## src/rtl/writeback_pkg.sv

```systemverilog
// Shared types and constants for the writeback stage: FSM states and load funct3 encodings.
package writeback_pkg;

    typedef enum logic [0:0] {
        StIdle,
        StWaitMem
    } wb_state_e;

    localparam logic [2:0] F3_LB  = 3'd0;
    localparam logic [2:0] F3_LH  = 3'd1;
    localparam logic [2:0] F3_LW  = 3'd2;
    localparam logic [2:0] F3_LBU = 3'd4;
    localparam logic [2:0] F3_LHU = 3'd5;

endpackage

```

## src/rtl/load_extend.sv

```systemverilog
// Selects the byte/half/word addressed by a load from an aligned memory word and extends it.
module load_extend
    import writeback_pkg::*;
#(
    parameter int unsigned XLEN = 32
) (
    input  logic [2:0]      funct3,
    input  logic [1:0]      addr,
    input  logic [XLEN-1:0] rdata,
    output logic [XLEN-1:0] value,
    output logic            illegal
);

    logic [7:0]  byte_sel;
    logic [15:0] half_sel;

    always_comb begin
        byte_sel = rdata[{addr, 3'b000} +: 8];
        half_sel = rdata[{addr[1], 4'b0000} +: 16];
        value    = '0;
        illegal  = 1'b0;
        case (funct3)
            F3_LB:   value = {{(XLEN-8){byte_sel[7]}}, byte_sel};
            F3_LH:   value = {{(XLEN-16){half_sel[15]}}, half_sel};
            F3_LW:   value = rdata;
            F3_LBU:  value = {{(XLEN-8){1'b0}}, byte_sel};
            F3_LHU:  value = {{(XLEN-16){1'b0}}, half_sel};
            default: illegal = 1'b1;
        endcase
    end

endmodule

```

## src/rtl/writeback_stage.sv

```systemverilog
// Writeback stage: registers ALU results into the register file and waits for load data,
// extracting and extending the addressed byte/half/word before writing it back.
module writeback_stage
    import writeback_pkg::*;
#(
    parameter int unsigned XLEN       = 32,
    parameter int unsigned REG_ADDR_W = 5
) (
    input  logic                  clk,
    input  logic                  rst,
    input  logic                  ex_valid,
    output logic                  ex_ready,
    input  logic [REG_ADDR_W-1:0] ex_rd,
    input  logic                  ex_wb_en,
    input  logic [XLEN-1:0]       ex_result,
    input  logic                  ex_is_load,
    input  logic [2:0]            ex_funct3,
    input  logic                  mem_rvalid,
    input  logic [XLEN-1:0]       mem_rdata,
    output logic [REG_ADDR_W-1:0] write_address,
    output logic                  write_enable,
    output logic [XLEN-1:0]       write_data,
    output logic                  pending_valid,
    output logic [REG_ADDR_W-1:0] pending_rd,
    output logic                  load_fault
);

    wb_state_e             state_q;
    logic [REG_ADDR_W-1:0] ld_rd_q;
    logic                  ld_wb_en_q;
    logic [2:0]            ld_funct3_q;
    logic [1:0]            ld_addr_q;

    logic [XLEN-1:0] ld_value;
    logic            ld_illegal;
    logic            accept;

    assign ex_ready = (state_q == StIdle);
    assign accept   = ex_valid && ex_ready;

    load_extend #(
        .XLEN (XLEN)
    ) u_load_extend (
        .funct3  (ld_funct3_q),
        .addr    (ld_addr_q),
        .rdata   (mem_rdata),
        .value   (ld_value),
        .illegal (ld_illegal)
    );

    always_ff @(posedge clk) begin
        if (rst) begin
            state_q       <= StIdle;
            write_enable  <= 1'b0;
            write_address <= '0;
            write_data    <= '0;
            pending_valid <= 1'b0;
            pending_rd    <= '0;
            load_fault    <= 1'b0;
            ld_rd_q       <= '0;
            ld_wb_en_q    <= 1'b0;
            ld_funct3_q   <= '0;
            ld_addr_q     <= '0;
        end else begin
            write_enable <= 1'b0;
            load_fault   <= 1'b0;
            if (state_q == StIdle) begin
                if (accept && ex_is_load) begin
                    ld_rd_q       <= ex_rd;
                    ld_wb_en_q    <= ex_wb_en;
                    ld_funct3_q   <= ex_funct3;
                    ld_addr_q     <= ex_result[1:0];
                    pending_valid <= 1'b1;
                    pending_rd    <= ex_rd;
                    state_q       <= StWaitMem;
                end else if (accept && ex_wb_en && (ex_rd != '0)) begin
                    write_enable  <= 1'b1;
                    write_address <= ex_rd;
                    write_data    <= ex_result;
                end
            end else if (mem_rvalid) begin
                // Address/data only move on a real write so they hold otherwise.
                pending_valid <= 1'b0;
                state_q       <= StIdle;
                if (ld_illegal) begin
                    load_fault <= 1'b1;
                end else if (ld_wb_en_q && (ld_rd_q != '0)) begin
                    write_enable  <= 1'b1;
                    write_address <= ld_rd_q;
                    write_data    <= ld_value;
                end
            end
        end
    end

endmodule

```

## config.mk

```make
export PLATFORM = sky130hd
export DESIGN_NAME = writeback_stage
export DESIGN_NICKNAME = d
export VERILOG_FILES = /design/src/rtl/writeback_pkg.sv /design/src/rtl/load_extend.sv /design/src/rtl/writeback_stage.sv
export SDC_FILE = /design/constraint.sdc
export NUM_CORES = 1
export LEC_CHECK = 0
export CAP_MARGIN = 25
export CORE_ASPECT_RATIO = 1.75
export CORE_MARGIN = 10
export CORE_UTILIZATION = 40
export CTS_CLUSTER_DIAMETER = 200
export CTS_CLUSTER_SIZE = 14
export DETAILED_ROUTE_END_ITERATION = 7
export PLACE_DENSITY = 0.74
export SYNTH_ARGS = -nofsm -noshare
export SYNTH_HDL_FRONTEND = slang
export SYNTH_SLANG_ARGS = --single-unit
```

## constraint.sdc

```tcl
create_clock -name clk -period 2.7 [get_ports clk]
set_input_delay 0.81 -clock clk [delete_from_list [all_inputs] [get_ports clk]]
set_output_delay 0.81 -clock clk [all_outputs]
set_load 0.005 [all_outputs]
```

==> flow_metrics.env <==
export IMPL_via_per_inst=6.23
export IMPL_r2r_slack_ns=0.44
export IMPL_synth_top_family_by_area="compound AO/OA/AOI/OAI gates"
export IMPL_synth_mux_area_frac=0.102
export IMPL_die_area_um2=12300
export IMPL_synth_area_per_cell_um2=8.60
export IMPL_synth_simple_gate_area_frac=0.214
export IMPL_drc=0
export IMPL_crit_type="in2reg"
export IMPL_path_cells="clkdlybuf4s50_1 -> nor2b_1 -> o211ai_2 -> a21oi_1 -> a21oi_1"
export IMPL_fmax_mhz=398
export IMPL_wirelength_um=12600
export IMPL_cp_required_ns=2.84
export IMPL_min_path_type="reg2reg"
export IMPL_synth_area_um2=3260
export IMPL_synth_edf_count=0
export IMPL_reg2reg_from="ld_funct3_q[0]"
export IMPL_grt_max_degree=47
export IMPL_cts_setup_buffers=0
export IMPL_ctsHoldBuffers=0
export IMPL_cts_sinks=52
export IMPL_fp_dieW_um=88.2
export IMPL_finish_utilization=0.607
export IMPL_hold_end="write_data[4]"
export IMPL_ys_flop_type="dfxtp_1"
export IMPL_critPathArrivalTime_ns=2.65
export IMPL_cts_tree="built"
export IMPL_ant_nets=0
export IMPL_fin_nets=576
export IMPL_grt_ovfl_total=0
export IMPL_crit_top_cell="a21oi_1"
export IMPL_skew_ns=0.00511
export IMPL_grt_pass1_wl_um=19300
export IMPL_critPathLaunchType="primary input"
export IMPL_grt_use_total=0.198
export IMPL_root_buffer="clkbuf_16"
export IMPL_synth_compound_area_share=0.298
export IMPL_rows=43
export IMPL_worst_pin_slew_ns=0.996
export IMPL_period_needed_ns=2.51
export IMPL_drive_gt1_frac=0.106
export IMPL_start_util=0.409
export IMPL_async_flop_share=0
export IMPL_htreeDepth=2
export IMPL_ys_ff_latch=52
export IMPL_power_density_nw_per_um2=432
export IMPL_slew_viol_final=0
export IMPL_globalRouteMet3Util=0.0409
export IMPL_grt_pass1_vias=3687
export IMPL_rsz0062_at_grt="no"
export IMPL_p_sw_mw=0.598
export IMPL_reg2reg_depth=4
export IMPL_multiInputGateArea_um2=2010
export IMPL_dr_first_iter_drc_count=292
export IMPL_pwr_share_seq=0.410
export IMPL_busiest_layer="met2"
export IMPL_antenna_found_initial=0
export IMPL_gp_congestion=0.888
export IMPL_maxSlewHeadroom=0.334
export IMPL_cts_made_buffers=5
export IMPL_yosysWarnings=0
export IMPL_syn_inst=379
export IMPL_pwr_share_comb=0.277
export IMPL_worst_path_buf_inv=1
export IMPL_endpoint_kind="flip-flop"
export IMPL_ctsResizeCount=0
export IMPL_io_pins=124
export IMPL_drv_cap=0
export IMPL_hold_depth=2
export IMPL_clkPwrFrac=0.313
export IMPL_status="completed"
export IMPL_worstHoldStart="write_data[4]"
export IMPL_coreArea_um2=7960
export IMPL_worstReg2RegEnd="write_data[11]"
export IMPL_synth_xor_area_frac=0
export IMPL_syn2layout_area_growth_pct=48.4
export IMPL_yosys_area_share_adder=0
export IMPL_num_vias=3669
export IMPL_seq_area_um2=1040
export IMPL_numPortBuffers=123
export IMPL_first_pass_iters=5
export IMPL_antenna_cells=0
export IMPL_period_share=0.930
export IMPL_clkSlewWorstSetupHoldPaths_ns=0.07
export IMPL_slowest_delay_ns=0.77
export IMPL_hpwl_um=9820
export IMPL_hold_viol=0
export IMPL_crit_family="compound AO/OA/AOI/OAI gates"
export IMPL_clock_latency_ns=0.30
export IMPL_setup_violations=0
export IMPL_grtUsageMet1=0.201
export IMPL_cts_path_max_buffers=2
export IMPL_cp_max_fo=12
export IMPL_ir_drop_uv=468
export IMPL_power_mw=2.09
export IMPL_met2_usage=0.349
export IMPL_cp_slowest_cell="a21oi_1"
export IMPL_sw_frac_of_total=0.287
export IMPL_internal_power_mw=1.49
export IMPL_die_h_um=139
export IMPL_synth_yosys_seq_area_share=0.320
export IMPL_fill_cells=730
export IMPL_synth_cell_types=44
export IMPL_syn_nets=457
export IMPL_leakage_nw=1.78
export IMPL_wl_per_cell_um=21.5
[synth_stat cells, types with 2 or more instances]
library cell / instances / share of area
o211a_1: 7 / 0.022
mux2i_1: 22 / 0.068
a221oi_1: 23 / 0.062
buf_4: 3 / 0.0069
a211oi_1: 8 / 0.018
o211ai_2: 2 / 0.0077
nand4_1: 17 / 0.033
nor2_1: 3 / 0.0035
a22o_1: 7 / 0.019
o31ai_1: 7 / 0.016
nor2b_1: 11 / 0.021
and2_1: 18 / 0.035
buf_1: 3 / 0.0035
nor3_1: 9 / 0.014
a2bb2oi_1: 7 / 0.019
clkbuf_1: 23 / 0.026
mux2_2: 8 / 0.028
nor4bb_1: 8 / 0.025
nand2b_1: 3 / 0.0058
a311o_1: 7 / 0.022
a21oi_1: 22 / 0.034
nand2_1: 35 / 0.040
o211ai_1: 21 / 0.048
buf_2: 8 / 0.012
dfxtp_1: 52 / 0.32
nand3_1: 17 / 0.026
inv_1: 11 / 0.013
[worst max-delay path by stage]
stage	start	end	slack, ns	cells past startpoint
after detailed placement	ex_valid	write_data[12]	-0.12	5
after floorplan	ex_rd[4]	write_data[22]	0.36	6
after global placement	mem_rdata[31]	write_data[19]	-0.07	8
final	ex_valid	write_data[11]	0.19	5
after global routing	ex_valid	write_data[11]	0.03	5
after CTS	ex_valid	write_data[11]	0.21	5
[power by group through the flow]
stage                     combinational [mW]  clock (mW)  sequential [mW]
after global routing                   0.618       0.682            0.862
after CTS                              0.578       0.658            0.856
after detailed placement               0.575           0            0.873
after floorplan                        0.264           0            0.864
after global placement                 0.567           0            0.871
final                                  0.579       0.652            0.856
[flip-flops by register name (all words and copies together), names as in the netlist, 2 cells and up]
signal,count
ld_funct3_q,3
write_data,32
ld_addr_q,2
ld_rd_q,5
write_address,5
[layout make-up]
type,count,share of cell area
Multi-Input combinational cell,277,0.415
Timing Repair Buffer,150,0.307
Sequential cell,52,0.215
Clock buffer,5,0.0259
Tap cell,90,0.0233
Inverter,12,0.00931
Clock inverter,3,0.00440
[metrics by stage]
stage	setup TNS, ns	hold WS (ns)	instances	setup slack (ns)	area, um^2
floorplan	0	0.453	379	0.356	3260
global placement	-1.07	0.447	581	-0.0704	4690
detailed placement	-2.57	0.451	581	-0.116	4690
CTS	0	0.463	589	0.206	4840
global route	0	0.491	589	0.0320	4840
finish	0	0.466	589	0.188	4840
[per-layer routing]
metal	vias to the layer above	part of all wire
met5	-	0
met4	0	0.056
met3	44	0.077
met2	191	0.51
met1	1731	0.36
li1	1703	-
[cells by family after synthesis]
group | Yosys count
AND/OR/NAND/NOR | 125
AO/OA/AOI/OAI | 121
flip-flops | 52
buffers and inverters | 50
multiplexers | 31
[placed cells by master, fill, tap and decap left out, types with 17 or more instances in the layout]
cell type,netlist,layout
clkdlybuf4s50_1,0,123
dfxtp_1,52,52
nand2_1,35,35
a221oi_1,23,23
buf_4,3,23
a21oi_1,22,22
mux2i_1,22,22
o211ai_1,21,21
and2_1,18,18
nand4_1,17,17
nand3_1,17,17
[worst min-delay path, stage by stage, from the launching register on]
cell and delay [ns]:
dfxtp_1 0.31, nand2_1 0.05, mux2i_1 0.06
(Power assumes the default switching activity.)
